<file path="src/rtl/rx_tx_pkg.sv">
// Shared definitions for the port datapath: byte framing constants, the
// transmit sequencer state encoding and the CRC-32 next-state function.
package rx_tx_pkg;

  localparam int DATA_WIDTH = 8;

  localparam logic [DATA_WIDTH-1:0] PREAMBLE_BYTE = 8'h55;
  localparam logic [DATA_WIDTH-1:0] SFD_BYTE      = 8'hD5;

  localparam int PREAMBLE_LEN   = 7;
  localparam int MIN_DATA_BYTES = 60;
  localparam int MAX_DATA_BYTES = 1514;
  localparam int IFG_BYTES      = 12;

  localparam int BYTE_CNT_W = 11;

  localparam logic [31:0] CRC32_INIT      = 32'hFFFF_FFFF;
  localparam logic [31:0] CRC32_POLY_REFL = 32'hEDB8_8320;

  typedef enum logic [2:0] {
    TX_IDLE,
    TX_PREAMBLE,
    TX_SFD,
    TX_DATA,
    TX_PAD,
    TX_FCS,
    TX_IFG
  } tx_state_e;

  function automatic logic [7:0] reflect8(input logic [7:0] b);
    logic [7:0] r;
    for (int i = 0; i < 8; i++) begin
      r[i] = b[7-i];
    end
    return r;
  endfunction

  // Reflected-register CRC-32; the data byte is consumed bit 7 first, which is
  // why the FCS bytes leave the framer bit-reversed.
  function automatic logic [31:0] crc32_next(input logic [DATA_WIDTH-1:0] data,
                                             input logic [31:0] crc);
    logic [31:0] c;
    c = crc;
    for (int i = DATA_WIDTH - 1; i >= 0; i--) begin
      if (c[0] ^ data[i]) begin
        c = (c >> 1) ^ CRC32_POLY_REFL;
      end else begin
        c = c >> 1;
      end
    end
    return c;
  endfunction

endpackage

</file>
<file path="src/rtl/eth_fcs_gen.sv">
// CRC accumulator for one transmit frame plus the FCS byte selector.
// The register holds still whenever neither init nor advance is asserted,
// which is how the FCS value stays frozen while its bytes are drained.
module eth_fcs_gen
  import rx_tx_pkg::*;
(
  input  logic                  clk,
  input  logic                  rst_n,
  input  logic                  init_i,
  input  logic                  adv_i,
  input  logic [DATA_WIDTH-1:0] data_i,
  input  logic [1:0]            sel_i,
  output logic [DATA_WIDTH-1:0] fcs_byte_o
);

  logic [31:0] crc_q;
  logic [31:0] crc_d;
  logic [31:0] crc_inv;

  // Seed, advance or hold the running CRC.
  always_comb begin
    crc_d = crc_q;
    if (init_i) begin
      crc_d = CRC32_INIT;
    end else if (adv_i) begin
      crc_d = crc32_next(data_i, crc_q);
    end
  end

  // CRC state register.
  always_ff @(posedge clk or negedge rst_n) begin
    if (!rst_n) begin
      crc_q <= CRC32_INIT;
    end else begin
      crc_q <= crc_d;
    end
  end

  assign crc_inv = ~crc_q;

  // Pick FCS byte sel_i (byte 0 = low-order bits) and bit-reverse it.
  always_comb begin
    fcs_byte_o = '0;
    unique case (sel_i)
      2'd0: fcs_byte_o = reflect8(crc_inv[7:0]);
      2'd1: fcs_byte_o = reflect8(crc_inv[15:8]);
      2'd2: fcs_byte_o = reflect8(crc_inv[23:16]);
      2'd3: fcs_byte_o = reflect8(crc_inv[31:24]);
      default: fcs_byte_o = '0;
    endcase
  end

endmodule

</file>
<file path="src/rtl/eth_tx_framer.sv">
// Transmit frame sequencer: wraps an egress byte stream with preamble/SFD,
// pads short frames, appends FCS and enforces the inter-frame gap.
//
//   state     | meaning
//   ----------+-----------------------------------------------------------
//   IDLE      | waiting for in_valid (and for any aborted frame to drain)
//   PREAMBLE  | PREAMBLE_LEN x 0x55
//   SFD       | one 0xD5
//   DATA      | forwarding accepted bytes into tx_data and the CRC
//   PAD       | zero bytes until MIN_DATA_BYTES have been sent
//   FCS       | four frozen CRC bytes, frame_done on the last one
//   IFG       | IFG_BYTES idle byte times; may chain straight into PREAMBLE
module eth_tx_framer
  import rx_tx_pkg::*;
(
  input  logic                  clk,
  input  logic                  rst_n,
  input  logic [DATA_WIDTH-1:0] in_data,
  input  logic                  in_valid,
  input  logic                  in_last,
  output logic                  in_ready,
  output logic [DATA_WIDTH-1:0] tx_data,
  output logic                  tx_en,
  output logic                  tx_err,
  output logic                  tx_busy,
  output logic                  frame_done
);

  localparam logic [BYTE_CNT_W-1:0] MIN_CNT = BYTE_CNT_W'(MIN_DATA_BYTES);
  localparam logic [BYTE_CNT_W-1:0] MAX_CNT = BYTE_CNT_W'(MAX_DATA_BYTES);
  localparam logic [3:0]            PRE_END = 4'(PREAMBLE_LEN - 1);
  localparam logic [3:0]            IFG_END = 4'(IFG_BYTES - 1);

  tx_state_e             state_q, state_d;
  logic [BYTE_CNT_W-1:0] byte_cnt_q, byte_cnt_d;
  logic [BYTE_CNT_W-1:0] byte_cnt_inc;
  logic [3:0]            cnt_q, cnt_d;
  logic                  drain_q, drain_d;
  logic [DATA_WIDTH-1:0] tx_data_q, tx_data_d;
  logic                  tx_en_q, tx_en_d;
  logic                  tx_err_q, tx_err_d;
  logic                  tx_busy_q, tx_busy_d;
  logic                  frame_done_q, frame_done_d;

  logic                  crc_init;
  logic                  crc_adv;
  logic [DATA_WIDTH-1:0] crc_din;
  logic [DATA_WIDTH-1:0] fcs_byte;
  logic                  start;

  eth_fcs_gen u_fcs (
    .clk        (clk),
    .rst_n      (rst_n),
    .init_i     (crc_init),
    .adv_i      (crc_adv),
    .data_i     (crc_din),
    .sel_i      (cnt_q[1:0]),
    .fcs_byte_o (fcs_byte)
  );

  // Draining an aborted frame also needs the input handshake open.
  assign in_ready     = (state_q == TX_DATA) || drain_q;
  assign start        = in_valid && !drain_q;
  assign byte_cnt_inc = byte_cnt_q + BYTE_CNT_W'(1);

  // Next-state, counters, CRC control and the byte selected for the wire.
  always_comb begin
    state_d      = state_q;
    byte_cnt_d   = byte_cnt_q;
    cnt_d        = cnt_q;
    drain_d      = drain_q;
    tx_data_d    = '0;
    tx_en_d      = 1'b0;
    tx_err_d     = 1'b0;
    frame_done_d = 1'b0;
    crc_init     = 1'b0;
    crc_adv      = 1'b0;
    crc_din      = '0;

    if (drain_q && in_valid && in_last) begin
      drain_d = 1'b0;
    end

    unique case (state_q)
      TX_IDLE: begin
        if (start) begin
          state_d    = TX_PREAMBLE;
          cnt_d      = '0;
          byte_cnt_d = '0;
          crc_init   = 1'b1;
        end
      end
      TX_PREAMBLE: begin
        tx_data_d = PREAMBLE_BYTE;
        tx_en_d   = 1'b1;
        if (cnt_q == PRE_END) begin
          state_d = TX_SFD;
          cnt_d   = '0;
        end else begin
          cnt_d = cnt_q + 4'd1;
        end
      end
      TX_SFD: begin
        tx_data_d = SFD_BYTE;
        tx_en_d   = 1'b1;
        state_d   = TX_DATA;
      end
      TX_DATA: begin
        tx_en_d = 1'b1;
        if (!in_valid || byte_cnt_q == MAX_CNT) begin
          // Underrun or oversize: one error byte, then discard to in_last.
          tx_err_d = 1'b1;
          state_d  = TX_IFG;
          cnt_d    = '0;
          drain_d  = !(in_valid && in_last);
        end else begin
          tx_data_d  = in_data;
          crc_adv    = 1'b1;
          crc_din    = in_data;
          byte_cnt_d = byte_cnt_inc;
          if (in_last) begin
            state_d = (byte_cnt_inc < MIN_CNT) ? TX_PAD : TX_FCS;
            cnt_d   = '0;
          end
        end
      end
      TX_PAD: begin
        tx_en_d    = 1'b1;
        crc_adv    = 1'b1;
        byte_cnt_d = byte_cnt_inc;
        if (byte_cnt_inc == MIN_CNT) begin
          state_d = TX_FCS;
          cnt_d   = '0;
        end
      end
      TX_FCS: begin
        tx_data_d = fcs_byte;
        tx_en_d   = 1'b1;
        if (cnt_q == 4'd3) begin
          frame_done_d = 1'b1;
          state_d      = TX_IFG;
          cnt_d        = '0;
        end else begin
          cnt_d = cnt_q + 4'd1;
        end
      end
      TX_IFG: begin
        if (cnt_q == IFG_END) begin
          cnt_d = '0;
          if (start) begin
            // Back-to-back frame: skip the IDLE cycle so the gap stays exact.
            state_d    = TX_PREAMBLE;
            byte_cnt_d = '0;
            crc_init   = 1'b1;
          end else begin
            state_d = TX_IDLE;
          end
        end else begin
          cnt_d = cnt_q + 4'd1;
        end
      end
      default: begin
        state_d = TX_IDLE;
      end
    endcase

    tx_busy_d = (state_d != TX_IDLE);
  end

  // State, counters and registered outputs.
  always_ff @(posedge clk or negedge rst_n) begin
    if (!rst_n) begin
      state_q      <= TX_IDLE;
      byte_cnt_q   <= '0;
      cnt_q        <= '0;
      drain_q      <= 1'b0;
      tx_data_q    <= '0;
      tx_en_q      <= 1'b0;
      tx_err_q     <= 1'b0;
      tx_busy_q    <= 1'b0;
      frame_done_q <= 1'b0;
    end else begin
      state_q      <= state_d;
      byte_cnt_q   <= byte_cnt_d;
      cnt_q        <= cnt_d;
      drain_q      <= drain_d;
      tx_data_q    <= tx_data_d;
      tx_en_q      <= tx_en_d;
      tx_err_q     <= tx_err_d;
      tx_busy_q    <= tx_busy_d;
      frame_done_q <= frame_done_d;
    end
  end

  assign tx_data    = tx_data_q;
  assign tx_en      = tx_en_q;
  assign tx_err     = tx_err_q;
  assign tx_busy    = tx_busy_q;
  assign frame_done = frame_done_q;

endmodule
</file>
<file path="config.mk">
export PLATFORM = sky130hd
export DESIGN_NAME = eth_tx_framer
export DESIGN_NICKNAME = d
export VERILOG_FILES = /design/src/rtl/rx_tx_pkg.sv /design/src/rtl/eth_fcs_gen.sv /design/src/rtl/eth_tx_framer.sv
export SDC_FILE = /design/constraint.sdc
export NUM_CORES = 1
export LEC_CHECK = 0
export ABC_AREA = 1
export CELL_PAD_IN_SITES_DETAIL_PLACEMENT = 0
export CELL_PAD_IN_SITES_GLOBAL_PLACEMENT = 1
export CORE_AREA = 2 2 160 123
export DETAILED_ROUTE_END_ITERATION = 6
export DIE_AREA = 0 0 162 125
export MAX_ROUTING_LAYER = met4
export PLACE_DENSITY_LB_ADDON = 0.1
export SYNTH_ARGS = -nofsm -noshare
export SYNTH_HDL_FRONTEND = slang
export SYNTH_SLANG_ARGS = --single-unit
export TNS_END_PERCENT = 50
</file>
<file path="constraint.sdc">
create_clock -name clk -period 2.6 [get_ports clk]
set_input_delay 0.52 -clock clk [delete_from_list [all_inputs] [get_ports clk]]
set_output_delay 0.52 -clock clk [all_outputs]
set_load 0.01 [all_outputs]
</file>
## Word-level counts from Yosys, hierarchy flattened

Cells that the tools add are included.

- Flip-flop bits (word level): 63
- Logic and storage cells: 130

- Mux-type cells: 63
- Bitwise logic cells: 17
- Add/subtract/negate cells: 2
- Eq/ne operators: 19
- Reduce and logical (&&, ||, !) cells: 18
- Order comparisons: 1

Operators with widths:

| cell | count |
|---|---|
| 32-bit 2-to-1 mux | 24 |
| 13-bit inverter with 14-bit output | 8 |
| 8-bit case mux with 4 select lines | 2 |
| 11-bit case mux with 4 select lines | 1 |
| 11-bit 2-to-1 mux | 3 |
| 32-bit inverter | 1 |
| 4-bit 2-to-1 mux | 7 |
| 4-bit case mux with 6 select lines | 1 |
| 3-bit 2-to-1 mux | 7 |
| 3-bit case mux with 7 select lines | 1 |
| 8-bit 2-to-1 mux | 2 |
| 1-bit 2-to-1 mux | 13 |
| 11-bit by 1-bit adder with 11-bit output, second input constant | 1 |
| 11-bit == test, second input constant | 1 |
| 11-bit by 6-bit == test with 1-bit output, second input constant | 1 |
| 11-bit by 6-bit < comparator with 1-bit output, second input constant | 1 |
| 3-bit == test, second input constant | 3 |
| 2-bit inequality test, second input constant | 4 |
| 1-bit XOR | 8 |
| 3-bit by 2-bit == test with 1-bit output, second input constant | 2 |
| 6-bit nonzero test | 1 |
| 5-bit OR reduction | 1 |
| 4-bit by 1-bit adder with 4-bit output, second input constant | 1 |
| 2-bit == test, second input constant | 2 |
| other kinds (17) | 24 |

## Depth between registers and ports, before layout

Gate-level depths: netlist of the first run.

- Depth after elaboration: 36
- Mapped depth: 20
- Mapped depth without buffers: 20

## By module

From an unflattened synthesis of the first run, not the netlist that was laid out.

- Cells, all modules: 661
- Area total of the unflattened synthesis: 4591.9 um^2

By module, submodules not included:

| module | cells an instance | area each (um^2) | seq. area each (um^2) | instances |
|---|---|---|---|---|
| eth_fcs_gen | 407 | 2603.7 | 840.8 | 1 |
| eth_tx_framer | 254 | 1988.2 | 775.7 | 1 |

## Least setup slack after synthesis of the first run

No wires, ideal clock.

- Path type: reg-to-reg
- From: register byte_cnt_q[0]
- To: register u_fcs.crc_q[15]
- Data arrival time: 1.973 ns
- Stages on the path, launching flop included: 19
- Slack: 0.550 ns
- Path buffers: 0
- Library setup time: 0.076 ns
- Cell sequence: dfrtp_1 -> inv_1 -> ha_1 -> nand2_1 -> nor2_1 -> nand3_2 -> nand3_4 -> inv_6 -> nand2_1 -> nand2_1 -> nand2_4 -> nand2_2 -> nand2_2 -> inv_2 -> or2_1 -> nand2_1 -> nand2_1 -> nand3_1 -> nand2_1

- Word-level cells in the longest chain between the ends: 29

Ends and longest elaborated chain:

| item | line | RTL |
|---|---|---|
| start, declared | eth_tx_framer.sv:35 | `logic [BYTE_CNT_W-1:0] byte_cnt_q, byte_cnt_d;` |
| start signal, assigned | eth_tx_framer.sv:184 | `byte_cnt_q <= byte_cnt_d;` |
| 11-bit == test (*) | eth_tx_framer.sv:110 | `if (!in_valid \|\| byte_cnt_q == MAX_CNT) begin` |
| 1-bit logical OR (*) | eth_tx_framer.sv:110 |  |
| 8-bit 2-to-1 mux | eth_tx_framer.sv:110 |  |
| 8-bit 2-to-1 mux | eth_tx_framer.sv:84 | `unique case (state_q)` |
| 1-bit XOR | rx_tx_pkg.sv:45 | `if (c[0] ^ data[i]) begin` |
| 32-bit 2-to-1 mux | rx_tx_pkg.sv:45 |  |
| 32-bit 2-to-1 mux | eth_fcs_gen.sv:25 | `end else if (adv_i) begin` |
| 32-bit 2-to-1 mux | eth_fcs_gen.sv:23 | `if (init_i) begin` |
| [... 13 more ...] | n/a |  |
| 32-bit 2-to-1 mux | eth_fcs_gen.sv:23 |  |
| 32-bit 2-to-1 mux | rx_tx_pkg.sv:45 |  |
| 32-bit 2-to-1 mux | eth_fcs_gen.sv:25 |  |
| 32-bit 2-to-1 mux | eth_fcs_gen.sv:23 |  |
| 13-bit inverter with 14-bit output (no line) | n/a |  |
| 32-bit 2-to-1 mux | rx_tx_pkg.sv:45 |  |
| 32-bit 2-to-1 mux | eth_fcs_gen.sv:25 |  |
| 32-bit 2-to-1 mux | eth_fcs_gen.sv:23 |  |
| end signal, assigned | eth_fcs_gen.sv:35 | `crc_q <= crc_d;` |
| end, declared | eth_fcs_gen.sv:16 | `logic [31:0] crc_q;` |

Every way passes the cells marked *; elsewhere a longest branch is shown, timed or not. The select of a mux whose other input is x is not followed.
A chain may end at the register's enable or synchronous reset.

## Final worst setup path of the first run

- From: register state_q[1]
- To: output port in_ready

- Word-level cells in the longest chain between the ends: 2

Ends and longest elaborated chain:

| item | line | RTL |
|---|---|---|
| start, declared | eth_tx_framer.sv:34 | `tx_state_e state_q, state_d;` |
| start signal, assigned | eth_tx_framer.sv:183 | `state_q <= state_d;` |
| 3-bit by 2-bit == test with 1-bit output | eth_tx_framer.sv:62 | `assign in_ready = (state_q == TX_DATA) \|\| drain_q;` |
| 1-bit logical OR | eth_tx_framer.sv:62 |  |
| end, declared | eth_tx_framer.sv:21 | `output logic in_ready,` |

Every way passes these cells.

==> results.py, run 1 <==
metrics = {
    "timing": {
        "rsz0062_at_grt": "true",
        "setup-violations-final": 0,
        "final_period_demand_of_the_worst_path_ns": 2.46,
        "finClkSkew_ns": 0.00856,
        "tightest_slew_ns": 0.700,
        "hold_viol": 0,
        "final_max_slew_viol_count": 0,
        "setup_ws_ns": 0.137,
        "fmax_ghz": 0.406,
        "min_period_over_period_pct": 94.7,
        "worst_slew_margin_rel_pct": 53.3,
    },
    "finish": {
        "layout-area-overhead-vs-synth_pct": 30.6,
        "drive_above_1_share_pct": 23.1,
        "stdcell_area_um2": 5760,
        "finalCoreUtilization_pct": 30.6,
        "fin_nets": 719,
        "number_of_standard_cells_in_the_layout_taps_in_and_fillers_out": 959,
        "antenna_cells_inserted": 0,
    },
    "power_and_ir_drop": {
        "power.internal_w": 0.00461,
        "combPwrFrac_pct": 64.1,
        "power.share.clock_pct": 13.7,
        "p_seq_share_pct": 22.2,
        "power.density_cell_area_nw_per_um2": 1530,
        "netSwitchingPower_w": 0.00422,
        "p_sw_share_pct": 47.8,
        "ir_worst_vdd_mv": 0.362,
        "static-leakage-power_nw": 2.79,
    },
    "setup_path": {
        "timing.critical_path.slowest_stage_cell": "clkdlybuf4s50_1",
        "path_delay_family": "buffers and inverters",
        "path_cells": "inv_2 -> nor3_4 -> buf_4 -> inv_1 -> nand2_1 -> clkdlybuf4s50_1",
        "critPathCaptureType": "primary output",
        "required_time_reported_for_the_critical_path_endpoint_ns": 2.08,
        "reg2reg_from": "byte_cnt_q[0]$_DFFE_PN0P_",
        "path_class": "register to primary output",
        "largest_fanout_on_the_critical_path": 5,
        "timing.critical_path.buf_inv": 4,
        "cpPeakStageDelay_ns": 0.52,
        "worst-endpoint-arrival_ns": 1.94,
        "crit_path_start_kind": "register",
        "cp-startpoint": "state_q[1]$_DFF_PN0_",
    },
    "logic_synthesis": {
        "synth-edff-count": 0,
        "postSynth.topFlopCell": "dfstp_2",
        "post-synth-top-count-cell": "nand2_1",
        "synth_nets": 636,
        "synth.ff_latch_count": 63,
        "synthesis.area_per_instance_um2": 7.14,
        "yosys.area.top_type_share_pct": 19.1,
        "syn-instance-count": 618,
        "area_of_the_mapped_netlist_um2": 4410,
        "async_reset_ff_share_pct": 100,
        "synth_area_leader_cell": "dfstp_2",
        "yosysUniqueCellTypes": 39,
        "post_synth_most_frequent_cells": "nand2_1 (189), inv_1 (91), nor2_1 (48)",
        "synth.top_cells.by_area": "dfstp_2 (19%), dfrtp_1 (18%), nand2_1 (16%)",
        "synth-seq-area-share_pct": 36.7,
        "ys.warnings.count": 0,
    },
    "detailed_routing": {
        "routedWlPerCell_um": 15.9,
        "drc": 0,
        "wirelength_um": 15200,
        "dr_total_vias": 4166,
        "firstDrtPassIters": 5,
        "antenna_left": 0,
        "detail_route.iter0.violations": 202,
        "vias_per_cell": 4.34,
    },
    "run": {
        "max_cap_viol": 0,
    },
    "floorplanning": {
        "die_x_um": 162,
        "floorplan.io_pins": 25,
        "initial_core_util_pct": 23.4,
        "die-height_um": 125,
        "rows": 44,
        "coreArea_um2": 18800,
        "design.die.area_um2": 20300,
    },
    "grt": {
        "met1_usage_in_global_routing_pct": 24.5,
        "grt_util_met2_pct": 21.8,
        "first_global_vias": 3993,
        "global_route.peak_usage_layer": "met1",
        "antenna_found_initial": 0,
        "grt_use_total_pct": 16.1,
        "grt_start_max_net_pins": 38,
        "global_route_wire_length_before_repair_um": 23800,
        "grt_overflow": 0,
        "globalRouteMet3Util_pct": 2.99,
    },
    "clocking": {
        "clock_tree_from_tritoncts": "done",
        "clock_root_buffer": "clkbuf_16",
        "cts_buffer_depth": 2,
        "worst_skew_pair.late_latency_ns": 0.35,
        "post_cts_hold_buffer_count": 0,
        "cts.sink_count": 63,
        "cts_max_level": 3,
        "tritoncts.num_buffers": 9,
        "cts.reportedPaths.clkPinSlew_ns": 0.06,
    },
    "placed_design": {
        "gp_routability_congestion": 0.796,
        "detailed_place.area_um2": 5340,
        "preCtsSetupSlack_ns": -0.171,
        "detailed_place_hpwl_um": 11700,
        "port_buffers": 24,
        "placed_cells_incl_taps": 936,
    },
    "outcome": {
        "result_of_the_run": "completed",
    },
    "worst_hold_path": {
        "min_path_type": "input port to async pin",
    },
}
-- final timing paths --
check                                         endpoint  slack, ns  cells after the start
max                                           in_ready       0.14                      6
min                                    tx_en$_DFF_PN0_       0.22                      1
max reg2reg                 u_fcs.crc_q[3]$_DFFE_PN1P_       0.15                     17
min reg2reg                u_fcs.crc_q[15]$_DFFE_PN1P_       0.49                      2
max in group asynchronous  u_fcs.crc_q[27]$_DFFE_PN1P_       1.65                      2
min in group clk           u_fcs.crc_q[15]$_DFFE_PN1P_       0.49                      2
-- cells by family after synthesis --
| family | synth area share [%] |
|---|---|
| buf+inv | 9.67 |
| xor+xnor | 8.48 |
| flops | 36.7 |
| fa+ha+maj | 1.70 |
| simple gates | 32.8 |
| compound gates | 10.7 |
-- metal layers --
metal	up-vias	routed length (um)
li1	2133	-
met1	1960	8260
met2	65	6270
met3	8	537
met4	0	140
met5	-	0
-- placed cells by master, fill, tap and decap left out, types with 6 or more instances in the layout --
| cell | instances |
|---|---|
| o21ai_0 | 30 |
| buf_4 | 53 |
| inv_2 | 6 |
| nand3_1 | 42 |
| nand2_4 | 9 |
| a21oi_1 | 7 |
| nand2_2 | 20 |
| clkbuf_16 | 9 |
| nor2_1 | 42 |
| nand2_1 | 186 |
| o22ai_1 | 23 |
| xor2_1 | 23 |
| inv_1 | 90 |
| nor3_1 | 9 |
| xnor2_1 | 6 |
| ha_1 | 6 |
| dfrtp_1 | 31 |
| dfstp_2 | 32 |
| clkdlybuf4s50_1 | 23 |
| nor2_2 | 6 |
-- worst reg2reg max path, stage by stage, from the launching register on --
cell	delay (ns)
dfrtp_1	0.40
inv_1	0.10
ha_1	0.15
nand2_1	0.08
nor2_2	0.09
nand3_2	0.12
nand3_4	0.14
buf_6	0.13
nor2_2	0.03
nand2_1	0.09
nand2_4	0.10
buf_4	0.20
xnor2_4	0.17
buf_4	0.15
buf_12	0.11
xnor2_1	0.11
o22ai_1	0.14
inv_1	0.06
-- through the flow --
stage                     hold WS (ns)  power (W)  TNS (ns)
after floorplan                  0.224    0.00535         0
after global routing             0.269    0.00965   -0.0303
after CTS                        0.239    0.00873         0
final                            0.223    0.00883         0
after global placement           0.478    0.00749    -0.623
after detailed placement         0.478    0.00746    -0.919
-- power groups by stage --
stage               Clock [W]  Combinational (W)  Sequential, W
finish                0.00121            0.00566        0.00196
global route          0.00130            0.00634        0.00202
CTS                   0.00126            0.00551        0.00196
detailed placement          0            0.00548        0.00197
global placement            0            0.00552        0.00198
floorplan                   0            0.00347        0.00188
-- sequential cells by signal, indices dropped and copies added, names as in the netlist --
name,cells
tx_err,1
cnt_q,4
drain_q,1
state_q,3
byte_cnt_q,11
u_fcs.crc_q,32
tx_en,1
frame_done,1
tx_data,8
tx_busy,1
-- area by class of cell --
class                      count  area [um^2]
clock inverter                 3         17.5
clock buffer                  13          270
timing repair buffer          82          724
tap                          253          317
multi-input combinational    448         2450
sequential                    63         1620
fill                        2071        13100
inverter                      97          369
-- what timing repair did --
item | CTS | global route
gates resized for setup | 1 | 18
setup buffers | 0 | 7
setup endpoints to repair | 1 | 21
pin swaps | 0 | 7
Power figures use the tool's default switching activity.
==> run 2: changes to the inputs <==
--- a/config.mk
+++ b/config.mk
@@ -13,6 +13,7 @@
 export DIE_AREA = 0 0 162 125
 export MAX_ROUTING_LAYER = met4
 export PLACE_DENSITY_LB_ADDON = 0.1
+export SLEW_MARGIN = 10
 export SYNTH_ARGS = -nofsm -noshare
 export SYNTH_HDL_FRONTEND = slang
 export SYNTH_SLANG_ARGS = --single-unit
==> results of run 2 <==
The final DEF is identical to that of run 1; final timing and power are the same.
==> run 3: changes to the inputs <==
--- a/config.mk
+++ b/config.mk
@@ -6,6 +6,7 @@
 export NUM_CORES = 1
 export LEC_CHECK = 0
 export ABC_AREA = 1
+export CAP_MARGIN = 40
 export CELL_PAD_IN_SITES_DETAIL_PLACEMENT = 0
 export CELL_PAD_IN_SITES_GLOBAL_PLACEMENT = 1
 export CORE_AREA = 2 2 160 123
==> results of run 3 <==
The final DEF is identical to that of run 1; final timing and power are the same.
